==> src/rtl/lsu_pkg.sv <==
// Shared definitions for the load/store unit: RV32I funct3 encodings and FSM states.
package lsu_pkg;

  localparam logic [2:0] F3_LB  = 3'd0;
  localparam logic [2:0] F3_LH  = 3'd1;
  localparam logic [2:0] F3_LW  = 3'd2;
  localparam logic [2:0] F3_LBU = 3'd4;
  localparam logic [2:0] F3_LHU = 3'd5;
  localparam logic [2:0] F3_SB  = 3'd0;
  localparam logic [2:0] F3_SH  = 3'd1;
  localparam logic [2:0] F3_SW  = 3'd2;

  typedef enum logic [1:0] {
    IDLE = 2'd0,
    BUS  = 2'd1,
    RESP = 2'd2
  } lsu_state_t;

endpackage

==> src/rtl/lsu_align.sv <==
// Combinational lane steering for the LSU: store replication/strobes, load extension, legality.
// LSU_MISALIGN_TRAP_EN: flag misaligned halfword/word accesses instead of forcing alignment.
module lsu_align
  import lsu_pkg::*;
(
  input  logic [2:0]  i_funct3,
  input  logic        i_store,
  input  logic [1:0]  i_addr_lo,
  input  logic [31:0] i_wdata,
  input  logic [31:0] i_rdata,
  output logic [31:0] o_wdata,
  output logic [3:0]  o_wstrb,
  output logic [31:0] o_rdata,
  output logic        o_misaligned,
  output logic        o_illegal
);

  logic [1:0]  w_size;
  logic [1:0]  w_lo;
  logic [7:0]  w_byte;
  logic [15:0] w_half;

  assign w_size = i_funct3[1:0];

`ifdef LSU_MISALIGN_TRAP_EN
  assign o_misaligned = ((w_size == 2'd1) && i_addr_lo[0]) ||
                        ((w_size == 2'd2) && (i_addr_lo != 2'b00));
`else
  assign o_misaligned = 1'b0;
`endif

  // Natural alignment is forced here; with the trap enabled such accesses never reach the bus.
  always_comb begin
    w_lo = i_addr_lo;
    if (w_size == 2'd1)      w_lo[0] = 1'b0;
    else if (w_size == 2'd2) w_lo    = 2'b00;
  end

  assign o_illegal = i_store ? (i_funct3 > F3_SW)
                             : !(i_funct3 inside {F3_LB, F3_LH, F3_LW, F3_LBU, F3_LHU});

  assign w_byte = i_rdata[{w_lo, 3'b000} +: 8];
  assign w_half = i_rdata[{w_lo[1], 4'b0000} +: 16];

  always_comb begin
    case (i_funct3)
      F3_LB:   o_rdata = {{24{w_byte[7]}}, w_byte};
      F3_LBU:  o_rdata = {24'd0, w_byte};
      F3_LH:   o_rdata = {{16{w_half[15]}}, w_half};
      F3_LHU:  o_rdata = {16'd0, w_half};
      F3_LW:   o_rdata = i_rdata;
      default: o_rdata = 32'd0;
    endcase
  end

  always_comb begin
    case (w_size)
      2'd0:    o_wdata = {4{i_wdata[7:0]}};
      2'd1:    o_wdata = {2{i_wdata[15:0]}};
      default: o_wdata = i_wdata;
    endcase
  end

  always_comb begin
    o_wstrb = 4'h0;
    if (i_store && !o_illegal) begin
      case (w_size)
        2'd0:    o_wstrb = 4'b0001 << w_lo;
        2'd1:    o_wstrb = 4'b0011 << {w_lo[1], 1'b0};
        default: o_wstrb = 4'hF;
      endcase
    end
  end

endmodule

==> src/rtl/lsu.sv <==
// RV32I load/store unit: single-outstanding valid/ready bus master behind the execute ALU.
// LSU_MISALIGN_TRAP_EN (in lsu_align) turns misaligned halfword/word accesses into errors.
module lsu
  import lsu_pkg::*;
(
  input  logic        clk,
  input  logic        rst,
  input  logic        req_valid,
  output logic        req_ready,
  input  logic [31:0] req_addr,
  input  logic [31:0] req_wdata,
  input  logic [2:0]  req_funct3,
  input  logic        req_store,
  output logic        resp_valid,
  output logic [31:0] resp_rdata,
  output logic        resp_err,
  output logic        mem_valid,
  input  logic        mem_ready,
  output logic [31:0] mem_addr,
  output logic [31:0] mem_wdata,
  output logic [3:0]  mem_wstrb,
  input  logic [31:0] mem_rdata
);

  lsu_state_t  r_state;
  logic [2:0]  r_funct3;
  logic        r_store;
  logic [1:0]  r_addr_lo;
  logic        r_req_ready;
  logic        r_resp_valid;
  logic [31:0] r_resp_rdata;
  logic        r_resp_err;
  logic        r_mem_valid;
  logic [31:0] r_mem_addr;
  logic [31:0] r_mem_wdata;
  logic [3:0]  r_mem_wstrb;

  logic        w_idle;
  logic [2:0]  w_funct3;
  logic        w_store;
  logic [1:0]  w_addr_lo;
  logic [31:0] w_wdata_rep;
  logic [3:0]  w_wstrb;
  logic [31:0] w_rdata_ext;
  logic        w_misaligned;
  logic        w_illegal;
  logic        w_reject;

  // One aligner serves both phases: live request in IDLE, latched request afterwards.
  assign w_idle    = (r_state == IDLE);
  assign w_funct3  = w_idle ? req_funct3    : r_funct3;
  assign w_store   = w_idle ? req_store     : r_store;
  assign w_addr_lo = w_idle ? req_addr[1:0] : r_addr_lo;
  assign w_reject  = w_illegal || w_misaligned;

  lsu_align u_align (
    .i_funct3     (w_funct3),
    .i_store      (w_store),
    .i_addr_lo    (w_addr_lo),
    .i_wdata      (req_wdata),
    .i_rdata      (mem_rdata),
    .o_wdata      (w_wdata_rep),
    .o_wstrb      (w_wstrb),
    .o_rdata      (w_rdata_ext),
    .o_misaligned (w_misaligned),
    .o_illegal    (w_illegal)
  );

  always_ff @(posedge clk or posedge rst) begin
    if (rst) begin
      r_state      <= IDLE;
      r_funct3     <= 3'd0;
      r_store      <= 1'b0;
      r_addr_lo    <= 2'b00;
      r_req_ready  <= 1'b1;
      r_resp_valid <= 1'b0;
      r_resp_rdata <= 32'd0;
      r_resp_err   <= 1'b0;
      r_mem_valid  <= 1'b0;
      r_mem_addr   <= 32'd0;
      r_mem_wdata  <= 32'd0;
      r_mem_wstrb  <= 4'h0;
    end else begin
      r_resp_valid <= 1'b0;
      case (r_state)
        IDLE: begin
          if (req_valid) begin
            r_funct3    <= req_funct3;
            r_store     <= req_store;
            r_addr_lo   <= req_addr[1:0];
            r_req_ready <= 1'b0;
            if (w_reject) begin
              r_state      <= RESP;
              r_resp_valid <= 1'b1;
              r_resp_err   <= 1'b1;
              r_resp_rdata <= 32'd0;
            end else begin
              r_state     <= BUS;
              r_mem_valid <= 1'b1;
              r_mem_addr  <= {req_addr[31:2], 2'b00};
              r_mem_wdata <= w_wdata_rep;
              r_mem_wstrb <= w_wstrb;
            end
          end
        end
        BUS: begin
          if (mem_ready) begin
            r_state      <= RESP;
            r_mem_valid  <= 1'b0;
            r_resp_valid <= 1'b1;
            r_resp_err   <= 1'b0;
            r_resp_rdata <= r_store ? 32'd0 : w_rdata_ext;
          end
        end
        RESP: begin
          r_state     <= IDLE;
          r_req_ready <= 1'b1;
          r_resp_err  <= 1'b0;
        end
        default: begin
          r_state     <= IDLE;
          r_req_ready <= 1'b1;
          r_mem_valid <= 1'b0;
        end
      endcase
    end
  end

  assign req_ready  = r_req_ready;
  assign resp_valid = r_resp_valid;
  assign resp_rdata = r_resp_rdata;
  assign resp_err   = r_resp_err;
  assign mem_valid  = r_mem_valid;
  assign mem_addr   = r_mem_addr;
  assign mem_wdata  = r_mem_wdata;
  assign mem_wstrb  = r_mem_wstrb;

endmodule

==> config.mk <==
export PLATFORM = sky130hd
export DESIGN_NAME = lsu
export DESIGN_NICKNAME = d
export VERILOG_FILES = /design/src/rtl/lsu_pkg.sv /design/src/rtl/lsu_align.sv /design/src/rtl/lsu.sv
export SDC_FILE = /design/constraint.sdc
export NUM_CORES = 1
export LEC_CHECK = 0
export ABC_AREA = 0
export CORE_ASPECT_RATIO = 1.1
export CORE_MARGIN = 2
export CORE_UTILIZATION = 45
export CTS_BUF_LIST = sky130_fd_sc_hd__clkbuf_8
export DETAILED_ROUTE_END_ITERATION = 6
export HOLD_SLACK_MARGIN = 0.06
export PLACE_DENSITY = 0.82
export SLEW_MARGIN = 10
export SYNTH_ARGS = -nofsm -noshare
export SYNTH_HDL_FRONTEND = slang
export SYNTH_SLANG_ARGS = --single-unit
==> constraint.sdc <==
create_clock -name clk -period 4.75 [get_ports clk]
set_clock_uncertainty 0.2 [all_clocks]
set_input_delay 1.1875 -clock clk [delete_from_list [all_inputs] [get_ports clk]]
set_output_delay 1.1875 -clock clk [all_outputs]
set_load 0.01 [all_outputs]
==> After elaboration in Yosys (flattened, before gate mapping) <==
Index checks and enable logic that the tools add are counted.
{ "classes": {"eq_ne": 12, "bitwise": 3, "magnitude_cmp": 1, "shift": 4, "muxes": 33, "n_reduce_logical": 16} }
{ "ops": {"columns": ["cell", "n"], "rows": [
  ["case mux 32 bit (5 select lines)", 1],
  ["2-to-1 mux 32 bit", 4],
  ["case mux 32 bit (2 select lines)", 2],
  ["variable part select 32 x 6 -> 16 bit", 1],
  ["variable part select 32 x 6 -> 8 bit", 1],
  ["2-to-1 mux 1 bit", 13],
  ["AND reduction 4 bit", 3],
  ["2-to-1 mux 2 bit", 5],
  ["case mux 4 bit (2 select lines)", 1],
  ["== test 3 bit, second input constant", 2],
  ["inequality test 2 bit, second input constant", 3],
  ["case mux 1 bit (3 select lines)", 2],
  ["AND reduction 2 bit", 3],
  ["nonzero test 5 bit", 1],
  ["== test 2 x 1 -> 1 bit, second input constant", 2],
  ["== test 2 bit, second input constant", 2],
  ["logical NOT 2 bit", 2],
  ["2-to-1 mux 4 bit", 1],
  ["case mux 1 bit (2 select lines)", 2],
  ["case mux 2 bit (2 select lines)", 1],
  ["left shift 1 x 2 -> 4 bit, first input constant", 1],
  ["left shift 2 x 2 -> 4 bit, first input constant", 1],
  ["== test 3 x 1 -> 1 bit, second input constant", 1],
  ["== test 3 x 2 -> 1 bit, second input constant", 1],
  ["10 further kinds", 13]
]} }
{ "word_totals": {"inputBits": 104, "word_cells": 81, "ff_bits": 110, "out_inout_bits": 104} }

==> Depth between registers and ports, before layout <==
{ "logic_depth": {"depth_word": 10, "depth_mapped": 12, "mapped_depth_nobuf": 8} }

==> Modules after synthesis <==
A second synthesis with hierarchy kept.
{ "unflattened": {"cells_unflattened": 461, "area_unflattened_um2": 5760.5} }
{ "by_module_without_submodules": {"columns": ["mod", "instances", "seq_area_each_um2", "area_per_inst_um2", "cells_per_inst"], "rows": [
  ["lsu", 1, 2753.9, 4518.1, 313],
  ["lsu_align", 1, 0.0, 1242.4, 148]
]} }

==> Least setup slack after synthesis <==
OpenSTA, ideal clock, no wires.
{ "synth_timing": {"path_kind": "input-to-reg", "start": "input port req_funct3[1]", "end": "register r_resp_rdata[0] (netlist: resp_rdata[0])", "setup_ns": 0.121, "t_arrival_ns": 2.585, "n_path_buf": 2, "cell_stages": 8, "slack_ns": 1.844, "required_ns": 4.429, "path_cell_list": "mux2_2 and3_1 buf_6 o21bai_4 buf_6 a222oi_1 o31ai_1 a22o_1"} }
{ "synth_between": {"elab_chain_len": 9, "word_cells_on_any_way": 23, "classes_between": "order compare: 1; eq/ne: 7; shift: 2; mux: 9; reduce/logical: 4"} }
{ "synth_lines": {"columns": ["element", "line", "text"], "rows": [
  ["start: declaration", "lsu.sv:12", "input logic [2:0] req_funct3,"],
  ["2-to-1 mux 3 bit *", "lsu.sv:51", "assign w_funct3 = w_idle ? req_funct3 : r_funct3;"],
  ["== test 2 bit", "lsu_align.sv:36", "else if (w_size == 2'd2) w_lo = 2'b00;"],
  ["2-to-1 mux 2 bit", "lsu_align.sv:36", null],
  ["2-to-1 mux 1 bit", "lsu_align.sv:35", "if (w_size == 2'd1) w_lo[0] = 1'b0;"],
  ["variable part select 32 x 6 -> 16 bit or variable part select 32 x 6 -> 8 bit (tied branches)", "lsu_align.sv:43, lsu_align.sv:42", null],
  ["case mux 32 bit (5 select lines)", "lsu_align.sv:46", "case (i_funct3)"],
  ["2-to-1 mux 32 bit", "lsu.sv:112", "r_resp_rdata <= r_store ? 32'd0 : w_rdata_ext;"],
  ["2-to-1 mux 32 bit", "lsu.sv:107", "if (mem_ready) begin"],
  ["case mux 32 bit (2 select lines)", "lsu.sv:85", "case (r_state)"],
  ["end signal: assignment", "lsu.sv:112", null],
  ["end: declaration", "lsu.sv:31", "logic [31:0] r_resp_rdata;"]
]} }
Every way passes the cells marked *; elsewhere a longest branch is shown, timed or not. The select of a mux whose other input is x is not followed.
A chain may end at the register's enable or synchronous reset.

==> Worst setup path in the final report <==
{ "layout_timing": {"start": "register r_state[0]", "end": "register r_resp_rdata[18] (netlist: resp_rdata[18])"} }
{ "layout_between": {"elab_chain_len": 10, "word_cells_on_any_way": 30, "classes_between": "order compare: 1; eq/ne: 10; shift: 2; mux: 11; reduce/logical: 6"} }
{ "layout_lines": {"columns": ["element", "line", "text"], "rows": [
  ["start: declaration", "lsu.sv:25", "lsu_state_t r_state;"],
  ["start signal: assignment", "lsu.sv:71", "r_state <= IDLE;"],
  ["start signal: assignment", "lsu.sv:93", "r_state <= RESP;"],
  ["start signal: assignment", "lsu.sv:98", "r_state <= BUS;"],
  ["logical NOT 2 bit *", "lsu.sv:50", "assign w_idle = (r_state == IDLE);"],
  ["named net w_idle", "lsu.sv:38", "logic w_idle;"],
  ["2-to-1 mux 3 bit", "lsu.sv:51", null],
  ["== test 2 bit", "lsu_align.sv:36", null],
  ["2-to-1 mux 2 bit", "lsu_align.sv:36", null],
  ["2-to-1 mux 1 bit", "lsu_align.sv:35", null],
  ["variable part select 32 x 6 -> 16 bit or variable part select 32 x 6 -> 8 bit (tied branches)", "lsu_align.sv:43, lsu_align.sv:42", null],
  ["case mux 32 bit (5 select lines)", "lsu_align.sv:46", null],
  ["2-to-1 mux 32 bit", "lsu.sv:112", null],
  ["2-to-1 mux 32 bit", "lsu.sv:107", null],
  ["case mux 32 bit (2 select lines)", "lsu.sv:85", null]
]} }
Mark *: on every way through the listed nets, which the timed path passes. The rest lies on a longest branch. The select of a mux whose other input is x is not followed.

==> flow_summary.json <==
{
  "status": "complete, no violations",
  "p_sw_frac": 0.410,
  "clock_latency_ps": 370,
  "met1_usage": 0.304,
  "yosys_warnings": 0,
  "portBuffers": 205,
  "cp.arrival_ps": 3640,
  "worstSetupStartpoint": "r_state[0]",
  "min_period_ps": 3580,
  "syn_avg_cell_area_um2": 9.39,
  "grt_pass1_vias": 4963,
  "grt_max_degree": 92,
  "vias": 5073,
  "dieArea_mm2": 0.0129,
  "cp.required_ps": 4820,
  "cp_max_fo": 30,
  "hold_start": "mem_addr[21]",
  "hp-class": "reg2reg",
  "postCtsSetupRepairBufs": 0,
  "syn_inst": 573,
  "cts_resized": 0,
  "worstRegToRegCells": 9,
  "min_to": "mem_addr[21]",
  "cts.path.max_buffers": 2,
  "cts-hold-fix-buffers": 0,
  "p_clk_frac": 0.119,
  "cts_made_buffers": 9,
  "slew_headroom": 0.270,
  "irDropWorstVdd_mv": 0.304,
  "cellInternalPower_mw": 2.75,
  "yosys_most_used_dff": "dfrtp_1",
  "finalCritPeriodShare": 0.753,
  "grt_util_met2": 0.424,
  "vias_per_cell": 5.53,
  "synth_cell_type_count": 50,
  "drv_slew": 0,
  "nets": 869,
  "place_area_mm2": 0.00752,
  "maxCapViolCount": 0,
  "first_pass_iters": 5,
  "final_area_mm2": 0.00771,
  "grt.total_usage": 0.248,
  "setup_tns_ps": 0,
  "final_cell_mix": "clkdlybuf4s50_1, nand2_1, dfrtp_1",
  "synth-edff-count": 0,
  "drt-total-wl_um": 16100,
  "synth.yosys.seq_area_share": 0.512,
  "worst_pin_slew_ps": 1100,
  "ys_ff_latch": 110,
  "dp_hpwl_um": 12100,
  "overflow": 0,
  "antenna_left": 0,
  "r2r-end": "resp_rdata[18]",
  "switching_power_mw": 1.91,
  "gp_congestion": 0.982,
  "power_frac_seq": 0.329,
  "multiInputGateArea_mm2": 0.00241,
  "area_growth_pct": 43.3,
  "synth-async-reset-ratio": 1.00,
  "rrSetupSlack_ps": 1170,
  "whs_ps": 282,
  "core_area_mm2": 0.0116,
  "cts.clk_slew.worst_paths_ps": 100,
  "power_density_mw_per_mm2": 603,
  "rows": 41,
  "drc": 0,
  "dr.first_iter.drc_count": 331,
  "busiest_layer": "met2",
  "fillers": 911,
  "fp.dieH_um": 119,
  "rsz0062_at_grt": "false",
  "cp-start-kind": "register",
  "regArea_mm2": 0.00275,
  "cts_tree": "built",
  "worstReg2RegStart": "r_state[0]",
  "grt_pass1_wl_um": 25100,
  "htreeDepth": 3,
  "layout-drive-gt1-share": 0.0587,
  "synth_area_mm2": 0.00538,
  "cellLeakagePower_nw": 3.59,
  "grt_use_met3": 0.0612,
  "cts.sinks": 110,
  "fmax_mhz": 280,
  "wl_per_cell_um": 17.6,
  "initial_utilization": 0.464,
  "worstSetupPathType": "reg2reg",
  "p_comb_frac": 0.552,
  "holdPathStages": 2,
  "die_x_um": 108,
  "final_common_cell": "clkdlybuf4s50_1",
  "setup_viol": 0,
  "final-hold-violation-count": 0,
  "end_kind": "register",
  "boundaryPins": 208,
  "antenna_found_initial": 1,
  "root_buffer": "clkbuf_8"
}
state kept, by name (all words and copies together) (netlist names):
name / count
r_state: 2
resp_err: 1
mem_valid: 1
mem_addr: 30
mem_wdata: 32
r_store: 1
mem_wstrb: 4
r_addr_lo: 2
resp_valid: 1
r_funct3: 3
resp_rdata: 32
req_ready: 1
per-layer routing:
metal | wire length [µm] | up-vias
met1 | 6620 | 2386
met5 | 0 | -
li1 | - | 2372
met2 | 7770 | 277
met3 | 1420 | 38
met4 | 325 | 0
Yosys cell counts (5+ instances only):
cell type / instances / area (µm²)
a221o_1: 12 / 120
a21oi_1: 19 / 95.1
dfrtp_1: 109 / 2730
o31ai_1: 5 / 37.5
mux2_2: 11 / 124
a22o_1: 16 / 140
nor2_1: 15 / 56.3
nand2_1: 196 / 736
a31oi_1: 26 / 163
mux2i_1: 25 / 250
buf_2: 18 / 90.1
o21ai_0: 27 / 135
a21o_1: 17 / 128
a221oi_1: 6 / 52.6
inv_1: 6 / 22.5
clkbuf_1: 13 / 48.8
per-stage QoR:
| stage | instances | total power [mW] | utilization | setup slack (ps) |
|---|---|---|---|---|
| 5_1_grt | 916 | 4.97 | 0.665 | 892 |
| 3_3_place_gp | 900 | 3.99 | 0.649 | 977 |
| 3_5_place_dp | 900 | 4.10 | 0.649 | 857 |
| 6_report | 917 | 4.65 | 0.665 | 1170 |
| 2_1_floorplan | 574 | 3.01 | - | 462 |
| 4_1_cts | 916 | 4.66 | 0.665 | 1200 |
worst max-delay path, cell delays in order (launching register included):
cell	delay [ps]
dfrtp_1	440
inv_1	120
ha_1	690
mux2_2	430
buf_4	230
a21oi_2	480
o211ai_2	190
nand4b_2	350
a31oi_1	150
a21o_1	180
power by group through the flow:
stage	registers [mW]	logic [mW]	clock network, mW
2_1_floorplan	1.67	1.34	0
3_3_place_gp	1.53	2.46	0
4_1_cts	1.53	2.56	0.565
5_1_grt	1.57	2.79	0.603
3_5_place_dp	1.55	2.55	0
6_report	1.53	2.57	0.553
cell families after synthesis:
family,count (synthesis),synth area share
buffers and inverters,46,0.0439
XOR/XNOR,2,0.00326
AO/OA/AOI/OAI,145,0.190
flip-flops,110,0.512
other,1,0.000697
multiplexers,36,0.0695
adder cells (fa/ha/maj),4,0.00930
AND/OR/NAND/NOR,229,0.172
area by class of cell:
cell class              count  area share
flip-flops and latches    110       0.357
multi-input cells         418       0.312
repair buffers            216       0.278
well taps                 150      0.0243
clock buffers               9      0.0161
clock inverters             7     0.00860
inverters                   6     0.00324
diodes                      1    0.000324
how the worst max path moves through the flow:
stage	end	slack [ps]	depth (start not counted)
global placement	resp_rdata[19]	980	8
finish	resp_rdata[18]	1170	9
CTS	resp_rdata[24]	1200	9
global route	resp_rdata[16]	890	9
floorplan	mem_addr[10]	460	1
detailed placement	resp_rdata[21]	860	8
Power figures use the tool's default switching activity.
==> RTL change 1, RTL diff (config.mk and constraints unchanged) <==
Put one more register stage on the output `resp_err`, with the module's reset. The value now appears one clock later. The other outputs are not delayed to match.
--- a/src/rtl/lsu.sv
+++ b/src/rtl/lsu.sv
@@ -130,5 +130,11 @@
   assign resp_valid = r_resp_valid;
   assign resp_rdata = r_resp_rdata;
-  assign resp_err   = r_resp_err;
+  always_ff @(posedge clk or posedge rst) begin
+    if (rst) begin
+      resp_err <= '0;
+    end else begin
+      resp_err <= r_resp_err;
+    end
+  end
   assign mem_valid  = r_mem_valid;
   assign mem_addr   = r_mem_addr;
Function: changed (a bounded check fails within 4 cycles, from zero or initial values and one cycle with rst high).
==> RTL change 1 against the original RTL <==
- total power shrank 0.28%
- worst setup slack lost 0.022 ns
- non-clock buffer count decreased by 1
- synthesized area is 0.47% higher
- design area increased by 0.24%
- final cell count rose by 0.22%
- routed wire length up 2.2%
- sequential cell count is 1 higher
- largest cell class unchanged
==> RTL change 1: results <==
global_routing:
  grt_util_all_layers: 0.2566
  grtUsageMet3: 0.06513
  use_met1: 0.3391
  gr-usage-met2: 0.4191
worst_setup_path:
  worst_ep_arrival_time_ns: 3.71
  rrSetupSlack_ns: 1.15
  r2r_end: "resp_rdata[0]$_DFFE_PP0P_"
layout:
  fill_cells: 966
  drive_above_1_share: 0.05882
  seq_area_mm2: 0.002779
  antenna-diode-count: 0
  multi_input_area_share: 0.3113
routing:
  vias: 5029
  drtIter0Drc: 343
  wl_met1_um: 6854
  firstDrtPassIters: 6
  met2_length_um: 7931
  viasPerCell: 5.472
  totalWireLength_um: 16490
power_and_ir_drop:
  ir_drop_uv: 329.9
  p_int_uw: 2709
  seq_power_share: 0.333
synth:
  avgSynthCellArea_um2: 9.419
  synth-xor-area-share: 0.003240
  synth_common_cells: "nand2_1, dfrtp_1, o21ai_0"
  synth_seq_cells: 111
  synthMuxAreaShare: 0.06920
run_status:
  status: "complete, no violations"
placement:
  placed_cells: 904
  place_ws_ns: 0.8697
  place_area_mm2: 0.007556
timing:
  worst_slew_pin_slew_ns: 1.036
  hold_ws_ns: 0.1985
## RTL change 1: worst max path at each step
stage	startpoint	end	slack, ns	cells past startpoint
floorplan	rst	mem_addr[10]$_DFFE_PP0P_	0.43	1
global placement	req_funct3[1]	resp_rdata[12]$_DFFE_PP0P_	0.91	8
detailed placement	req_funct3[1]	resp_rdata[26]$_DFFE_PP0P_	0.87	8
CTS	r_state[0]$_DFFE_PP0P_	resp_rdata[26]$_DFFE_PP0P_	1.18	9
global route	r_state[0]$_DFFE_PP0P_	resp_rdata[0]$_DFFE_PP0P_	0.93	9
finish	r_state[0]$_DFFE_PP0P_	resp_rdata[0]$_DFFE_PP0P_	1.15	9
## RTL change 1: worst max-delay path, stage by stage, from the launching register on
cell,delay (ns)
dfrtp_1,0.43
inv_1,0.12
ha_1,0.73
mux2i_1,0.31
buf_4,0.24
nand2_1,0.15
nor2_1,0.81
a222oi_1,0.28
o31ai_1,0.12
a22o_1,0.16
==> RTL change 2, RTL diff (same settings) <==
Made on the original files. Add a define of `LSU_MISALIGN_TRAP_EN`.
--- a/src/rtl/lsu_align.sv
+++ b/src/rtl/lsu_align.sv
@@ -1,4 +1,6 @@
 // Combinational lane steering for the LSU: store replication/strobes, load extension, legality.
 // LSU_MISALIGN_TRAP_EN: flag misaligned halfword/word accesses instead of forcing alignment.
+`define LSU_MISALIGN_TRAP_EN
+
 module lsu_align
   import lsu_pkg::*;
Check against the original RTL: not equivalent (Yosys sat finds a counterexample within 4 cycles, from zero or initial values and one cycle with rst high).
==> RTL change 2 against the original RTL <==
- sequential share of layout area rose by 0.064 points
- global-route usage rose by 0.34 points
- sequential cell count did not move
- synthesized area fell by 0.47%
- worst setup slack got worse by 0.20 ns
- via count fell by 6.9%
- critical path depth fell by 2
- core utilization rose by 0.18 points
- total power rose by 1.9%
- first-iteration DRC count fell by 37%
- design area fell by 0.18%
- routed wire length fell by 3.1%
==> RTL change 2: results <==
run_status:
  status: "complete, no violations"
routing:
  wl_met3_um: 1516
  drtIter0Drc: 210
  met2_length_um: 7620
  wl_met1_um: 6029
  firstDrtPassIters: 4
synth:
  avgSynthCellArea_um2: 10.86
  ys_seq_area_frac: 0.5141
  synth-compound-area-share: 0.1843
  synth_fa_ha_area_frac: 0.009344
timing:
  worst_slew_pin_slew_ns: 0.9480
  hold_ws_ns: 0.2845
  worst_slack_ns: 0.9758
global_routing:
  gr-usage-met2: 0.4163
  grt_util_all_layers: 0.2514
  grtUsageMet3: 0.07722
  grt_pass1_wl_um: 25050
  use_met1: 0.2999
  grt_pass1_vias: 4892
layout:
  fill_cells: 897
  antenna-diode-count: 0
  num-nets-final: 792
power_and_ir_drop:
  p_leak_uw: 0.003257
min_path:
  hold_end: "mem_wdata[14]$_DFFE_PP0P_"
worst_setup_path:
  worst_ep_arrival_time_ns: 3.89
  r2r_end: "resp_rdata[21]$_DFFE_PP0P_"
-- RTL change 2: cell count changes after synthesis, moves of 4 or more --
cell | before | now
mux2i_1 | 25 | 29
a21o_1 | 17 | 4
o21ai_0 | 27 | 42
buf_2 | 18 | 12
a221oi_1 | 6 | 14
o21ai_1 | 1 | 12
a31oi_1 | 26 | 6
nor3_1 | 4 | 8
nor2_1 | 15 | 9
a22o_1 | 16 | 1
mux2_2 | 11 | 45
nand2_1 | 196 | 85
a221o_1 | 12 | 16
-- RTL change 2: area by class of cell --
type,instances,area (µm²),share of cell area
Clock inverter,6,38.79,0.005037
Tap cell,150,187.7,0.02437
Multi-Input combinational cell,344,2432,0.3159
Sequential cell,110,2754,0.3577
Inverter,6,25.02,0.003250
Clock buffer,10,137.6,0.01787
Timing Repair Buffer,213,2125,0.2759
-- RTL change 2: power by group --
group	switching [µW]	internal, µW
sequential	221	1300
clock	324	202
combinational	1370	1320
